File: config.mk
export PLATFORM = sky130hd
export DESIGN_NAME = regfile_2r1w
export DESIGN_NICKNAME = d
export VERILOG_FILES = /design/src/rtl/regfile_pkg.sv /design/src/rtl/regfile_2r1w_word_reg.sv /design/src/rtl/regfile_2r1w.sv
export SDC_FILE = /design/constraint.sdc
export NUM_CORES = 1
export LEC_CHECK = 0
export ABC_CLOCK_PERIOD_IN_PS = 1700
export CAP_MARGIN = 40
export CORE_MARGIN = 2
export CORE_UTILIZATION = 53
export CTS_CLUSTER_DIAMETER = 40
export CTS_CLUSTER_SIZE = 12
export DETAILED_ROUTE_END_ITERATION = 10
export GPL_TIMING_DRIVEN = 0
export PLACE_DENSITY_LB_ADDON = 0.15
export SYNTH_ARGS = -nofsm -noshare
export SYNTH_HDL_FRONTEND = slang
export SYNTH_SLANG_ARGS = --single-unit
File: constraint.sdc
create_clock -name clk -period 1.7 [get_ports clk]
set_input_delay 0.34 -clock clk [delete_from_list [all_inputs] [get_ports clk]]
set_output_delay 0.34 -clock clk [all_outputs]
set_load 0.02 [all_outputs]
File: src/rtl/regfile_pkg.sv
// Shared definitions for the two-read / one-write register file.
// Optional build macro: REGFILE_ZERO_REG_EN (register 0 hardwired to zero).
package regfile_pkg;

  localparam int unsigned RF_N     = 16;
  localparam int unsigned RF_DEPTH = 8;

  typedef logic [RF_N-1:0] rf_word_t;

  // Address width needed to index 'depth' entries (at least 1 bit).
  function automatic int unsigned rf_addr_width(input int unsigned depth);
    return (depth > 1) ? $clog2(depth) : 1;
  endfunction

endpackage

File: src/rtl/regfile_2r1w_word_reg.sv
// Single N-bit storage word with load enable and synchronous active-low reset.
module rf_word_reg
  import regfile_pkg::*;
#(
  parameter int unsigned N = RF_N
) (
  input  logic         clk,
  input  logic         rst,
  input  logic         load,
  input  logic [N-1:0] d,
  output logic [N-1:0] q
);

  // Clear on reset, otherwise capture d when loaded.
  always_ff @(posedge clk) begin
    if (!rst) begin
      q <= '0;
    end else if (load) begin
      q <= d;
    end
  end

endmodule

File: src/rtl/regfile_2r1w.sv
// Register file: DEPTH words of N bits, two registered read ports with
// same-cycle write bypass, one write port.
// Optional build macro: REGFILE_ZERO_REG_EN -- register 0 reads as zero,
// writes to it are dropped and bypass to it is suppressed.
module regfile_2r1w
  import regfile_pkg::*;
#(
  parameter int unsigned N     = RF_N,
  parameter int unsigned DEPTH = RF_DEPTH,
  parameter int unsigned AW    = rf_addr_width(DEPTH)
) (
  input  logic          clk,
  input  logic          rst,
  input  logic          write_enable,
  input  logic [AW-1:0] write_addr,
  input  logic [N-1:0]  write_data,
  input  logic          read_enable_a,
  input  logic [AW-1:0] read_addr_a,
  output logic [N-1:0]  read_data_a,
  output logic          read_valid_a,
  input  logic          read_enable_b,
  input  logic [AW-1:0] read_addr_b,
  output logic [N-1:0]  read_data_b,
  output logic          read_valid_b
);

`ifdef REGFILE_ZERO_REG_EN
  localparam logic ZERO_REG = 1'b1;
`else
  localparam logic ZERO_REG = 1'b0;
`endif

  logic [N-1:0] mem_q [DEPTH];
  logic [N-1:0] rd_a_c;
  logic [N-1:0] rd_b_c;
  logic         byp_a_c;
  logic         byp_b_c;

  // Storage words; word 0 becomes a constant zero when the zero register is enabled.
  for (genvar g = 0; g < int'(DEPTH); g++) begin : g_word
    if (ZERO_REG && (g == 0)) begin : g_zero
      assign mem_q[g] = '0;
    end else begin : g_reg
      logic load_c;
      assign load_c = write_enable && (write_addr == AW'(g));
      rf_word_reg #(.N(N)) u_word (
        .clk  (clk),
        .rst  (rst),
        .load (load_c),
        .d    (write_data),
        .q    (mem_q[g])
      );
    end
  end

  // Read muxes with write-to-read bypass on address match.
  always_comb begin
    byp_a_c = 1'b0;
    byp_b_c = 1'b0;
    rd_a_c  = mem_q[read_addr_a];
    rd_b_c  = mem_q[read_addr_b];
    if (write_enable && (write_addr == read_addr_a) &&
        !(ZERO_REG && (read_addr_a == '0))) begin
      byp_a_c = 1'b1;
    end
    if (write_enable && (write_addr == read_addr_b) &&
        !(ZERO_REG && (read_addr_b == '0))) begin
      byp_b_c = 1'b1;
    end
    if (byp_a_c) rd_a_c = write_data;
    if (byp_b_c) rd_b_c = write_data;
  end

  // Port A output register: capture on request, hold otherwise.
  always_ff @(posedge clk) begin
    if (!rst) begin
      read_data_a  <= '0;
      read_valid_a <= 1'b0;
    end else begin
      read_valid_a <= read_enable_a;
      if (read_enable_a) read_data_a <= rd_a_c;
    end
  end

  // Port B output register: capture on request, hold otherwise.
  always_ff @(posedge clk) begin
    if (!rst) begin
      read_data_b  <= '0;
      read_valid_b <= 1'b0;
    end else begin
      read_valid_b <= read_enable_b;
      if (read_enable_b) read_data_b <= rd_b_c;
    end
  end

endmodule

=== Word-level counts from Yosys, hierarchy flattened ===
Cells that the tools add are included.

* Magnitude comparators: 2
* Equality and inequality tests: 9
* Muxes and demuxes: 10
* Bitwise logic cells: 2
* Reduce and logical (&&, ||, !) cells: 11

{| class="wikitable"
|+ Operator list
! kind !! count
|-
| binary-select mux 16 bit (select 3 bit) || 2
|-
| two-way mux 16 bit || 6
|-
| == test 3 bit (second input constant) || 4
|-
| logical AND 1 bit || 10
|-
| greater-or-equal comparator 4 bit (second input constant) || 2
|-
| NOT 3 -> 4 bit || 2
|-
| == test 3 x 2 -> 1 bit (second input constant) || 2
|-
| == test 3 bit || 2
|-
| == test 3 x 1 -> 1 bit (second input constant) || 1
|-
| zero test 3 bit || 1
|-
| two-way mux 1 bit || 2
|}

* Register bits after elaboration: 162
* Input port bits: 30
* Output and inout port bits: 34
* Word-level logic and storage cells: 46

=== Longest topological paths before layout ===
* Depth in word-level cells: 5
* Depth in mapped cells: 7

=== By module ===
Synthesis repeated with hierarchy kept, for this count alone.

* Cells, all modules: 683
* Area total of the unflattened synthesis: 8267.9 µm²

{| class="wikitable"
|+ By module, submodules not included
! module !! instances !! cells an instance !! area each (µm²)
|-
| rf_word_reg || 8 || 51 || 615.6
|-
| regfile_2r1w || 1 || 275 || 3343.2
|}

=== Worst setup path before layout ===
Ideal clock, no wire load.

* Kind: input to register
* Start: input read_addr_b[1]
* End: register read_data_b[10]
* Setup time: 123 ps
* Data arrival time: 1752 ps
* Data required time: 1577 ps
* Setup slack: -174 ps
* Stages on the path: 7
* Path through: buf_2 > buf_2 > buf_2 > mux4_2 > mux2i_1 > nor2_1 > a221o_2

* Cells in the longest elaborated chain, start to end: 5

{| class="wikitable"
|+ Ends and longest elaborated chain
! element !! line !! source
|-
| start, declared || regfile_2r1w.sv:22 || <nowiki>input logic [AW-1:0] read_addr_b,</nowiki>
|-
| NOT 3 -> 4 bit (not written as such) || regfile_2r1w.sv:61 || <nowiki>rd_b_c = mem_q[read_addr_b];</nowiki>
|-
| binary-select mux 16 bit (select 3 bit) || regfile_2r1w.sv:61 ||
|-
| two-way mux 16 bit (not written as such) (2 in a row) || regfile_2r1w.sv:61 ||
|-
| two-way mux 16 bit (*) || regfile_2r1w.sv:71 || <nowiki>if (byp_b_c) rd_b_c = write_data;</nowiki>
|-
| end signal, assigned || regfile_2r1w.sv:92 || <nowiki>if (read_enable_b) read_data_b <= rd_b_c;</nowiki>
|-
| end, declared || regfile_2r1w.sv:23 || <nowiki>output logic [N-1:0] read_data_b,</nowiki>
|}

Mark *: on every way between the ends. The rest lies on a longest branch, timed or not. The select of a mux whose other input is x is not followed.
A chain may end at the register's enable or synchronous reset.

=== Worst setup path in the final report ===
* Start: register g_word[6].g_reg.u_word.q[4]
* End: register read_data_a[4]

* Cells in the longest elaborated chain, start to end: 4

{| class="wikitable"
|+ Ends and longest elaborated chain
! element !! line !! source
|-
| start, declared || regfile_2r1w_word_reg.sv:11 || <nowiki>output logic [N-1:0] q</nowiki>
|-
| start signal, assigned || regfile_2r1w_word_reg.sv:17 || <nowiki>q <= '0;</nowiki>
|-
| start signal, assigned || regfile_2r1w_word_reg.sv:19 || <nowiki>q <= d;</nowiki>
|-
| binary-select mux 16 bit (select 3 bit) || regfile_2r1w.sv:60 || <nowiki>rd_a_c = mem_q[read_addr_a];</nowiki>
|-
| two-way mux 16 bit (not written as such) (2 in a row) || regfile_2r1w.sv:60 ||
|-
| two-way mux 16 bit || regfile_2r1w.sv:70 || <nowiki>if (byp_a_c) rd_a_c = write_data;</nowiki>
|-
| end signal, assigned || regfile_2r1w.sv:81 || <nowiki>if (read_enable_a) read_data_a <= rd_a_c;</nowiki>
|-
| end, declared || regfile_2r1w.sv:19 || <nowiki>output logic [N-1:0] read_data_a,</nowiki>
|}

Every way passes these cells. The select of a mux whose other input is x is not followed.

==> results.json <==
{
  "outcome": "complete, no violations",
  "numPortBuffers": 40,
  "netlist_area_um2": 8104,
  "num_vias": 6597,
  "cts_htree_levels": 4,
  "cts.clk_slew.worst_paths_ps": 60,
  "syn_nets": 864,
  "worstPathArrival_ps": 1920,
  "die_area_um2": 16300,
  "antenna_left": 0,
  "power_density_nw_per_um2": 909.4,
  "core_area_um2": 15090,
  "drive_above_1_share_pct": 20.89,
  "dp_cells": 1062,
  "fp.dieW_um": 127.7,
  "start_util_pct": 53.71,
  "fin_crit_sh_pct": 94.28,
  "required_ps": 2020,
  "fin_nets": 936,
  "synth_most_common_cell": "nand2_1",
  "start_kind": "register",
  "fin_cells": 1107,
  "first_global_vias": 6485,
  "overflow": 0,
  "fmax_mhz": 623.9,
  "fill_cells": 1277,
  "crit_type": "reg2reg",
  "grtUsageTotal_pct": 28.09,
  "hp-class": "in2reg",
  "synth_edf_count": 0,
  "setup_viol": 0,
  "yosys.area.top_type_share_pct": 40.02,
  "clk_path_buf_depth": 2,
  "via_per_inst": 5.959,
  "max-vdd-ir-drop_uv": 734.1,
  "wl_per_cell_um": 20.15,
  "ys_types": 33,
  "cts_tree": "yes",
  "critPathMaxFanout": 3,
  "finalCoreUtilization_pct": 64.23,
  "totalWireLength_um": 22310,
  "critPathTopFamily": "multiplexers",
  "worst_pin_slew_ps": 726.6,
  "synth_top_area_cell": "dfxtp_1",
  "slew_headroom_pct": 51.56,
  "fin_crit_ps": 1603,
  "worst_setup_path_end_kind": "register",
  "max_stage_delay_ps": 530,
  "cap_viol_max_count": 0,
  "drtIter0Drc": 545,
  "hpwl_um": 16730,
  "critPathBufInv": 0,
  "clkLatencyLatePin_ps": 430,
  "slowest_stage": "mux4_2",
  "drt_first_pass_iters": 5,
  "ys_top_cells_by_area": "dfxtp_1 40%, mux4_2 17%, nand2_1 12%, a21boi_0 11%, mux2i_1 4.0%",
  "ys_seq_area_share_pct": 40.02,
  "hold_viol_final": 0,
  "synth_seq_cells": 162,
  "crit_chain": "mux4_2, mux2i_1, nor2_1, a221o_2",
  "p_total_mw": 8.814,
  "ys.flop_type": "dfxtp_1",
  "fp.dieH_um": 127.7,
  "clock-skew-final_ps": 6.441,
  "grt_antenna_before_repair": 0,
  "cts.sinks": 162,
  "n_antenna_cell": 0,
  "fin_tns_setup_ps": 0,
  "cts_buffers": 17,
  "ys.warnings.count": 0,
  "grt_max_degree": 17,
  "area_growth_syn_to_layout_pct": 19.59,
  "postCtsHoldBufs": 0,
  "maxSlewViolCount": 0,
  "p_leak_nw": 3.548,
  "avgSynthCellArea_um2": 9.717,
  "async_flop_share_pct": 0,
  "std_cell_rows": 45,
  "routabilityCongestion": 0.8930,
  "syn-instance-count": 834,
  "grt_pass1_wl_um": 34880,
  "drc": 0,
  "ctsRootBufferMaster": "clkbuf_16",
  "io_pins": 64,
  "synth_common_cells": "263 x nand2_1, 162 x dfxtp_1, 117 x a21boi_0, 60 x mux4_2, 49 x clkbuf_1"
}
==> worst register-to-register path, delay by kind of cell, from the launching register on <==
family	cells	cell delay (ps)
AND/OR/NAND/NOR	1	90
AO/OA/AOI/OAI	1	290
flip-flops	1	340
multiplexers	2	770
==> area by class of cell <==
cell class | instances | area, µm² | share of cell area (%)
sequential | 162 | 3243 | 33.46
inverter | 2 | 7.507 | 0.07746
clock inverter | 8 | 126.4 | 1.304
multi-input combinational | 595 | 4646 | 47.93
clock buffer | 24 | 481.7 | 4.970
timing repair buffer | 53 | 454.2 | 4.686
tap | 188 | 235.2 | 2.427
buffer | 75 | 498.0 | 5.138
==> layer usage <==
| metal | vias to the layer above | routed length, µm | GRT usage, % |
|---|---|---|---|
| met3 | 40 | 1749 | 5.342 |
| li1 | 3074 | - | - |
| met5 | - | 0 | 0 |
| met4 | 0 | 450 | 9.696 |
| met2 | 270 | 10190 | 43.82 |
| met1 | 3213 | 9914 | 39.55 |
==> through the flow <==
step           worst slack (ps)  hold WS (ps)  cell area [µm²]
6_report                  97.26         355.3             9692
5_1_grt                  -1.434         386.7             9692
4_1_cts                  -30.32         344.1             9567
3_5_place_dp             -958.4         465.8             8874
3_3_place_gp             -856.1         454.5             8874
2_1_floorplan            -35.37         441.6             8238
==> logic make-up (layout without fill, tap and decap cells) <==
logic type,count (synthesis),count (layout),share of synthesized area [%]
flip-flops,162,162,40.02
AND/OR/NAND/NOR,323,323,15.95
buffers and inverters,77,162,4.508
multiplexers,96,96,21.55
AO/OA/AOI/OAI,170,170,17.32
XOR/XNOR,6,6,0.6484
==> worst paths after layout <==
check	cells past startpoint	start	to	slack (ps)
min reg2reg	2	g_word[4].g_reg.u_word.q[9]	g_word[4].g_reg.u_word.q[9]	470
max	4	g_word[6].g_reg.u_word.q[4]	read_data_a[4]	100
min	4	read_addr_b[0]	read_data_b[1]	360
max reg2reg	4	g_word[6].g_reg.u_word.q[4]	read_data_a[4]	100
==> sequential cells by signal, indices dropped and copies added (netlist names) <==
name                   cells
read_valid_a               1
read_data_a               16
g_word.g_reg.u_word.q    128
read_valid_b               1
read_data_b               16
==> power by group <==
group,total (mW),switching [mW],internal (mW),leakage [nW]
Sequential,3.95,0.0617,3.88,1.31
Clock,3.96,1.53,2.43,0.287
Combinational,0.907,0.524,0.383,1.95
Total,8.81,2.12,6.69,3.55
==> cells in the final DEF, fill, tap and decap left out, types with 3 or more instances in the layout <==
cell	count
a221o_1	14
clkbuf_1	37
a21boi_0	116
clkbuf_8	3
mux2i_1	32
dlygate4sd2_1	33
nand2_1	261
dfxtp_1	162
dlymetal6s2s_1	3
nor2b_2	3
bufinv_16	3
nor2_1	31
clkbuf_2	11
mux4_2	60
nor2b_1	4
buf_12	3
nor2_4	6
buf_6	9
nand3_2	4
a221o_2	16
clkinvlp_4	3
clkbuf_4	4
buf_4	26
a21boi_1	12
clkbuf_16	17
==> repair_timing <==
action	in CTS	in global routing
pin swaps	2	4
setup buffers	3	10
gates resized for setup	72	30
endpoints found under the setup margin	181	101
Power figures use the tool's default switching activity.
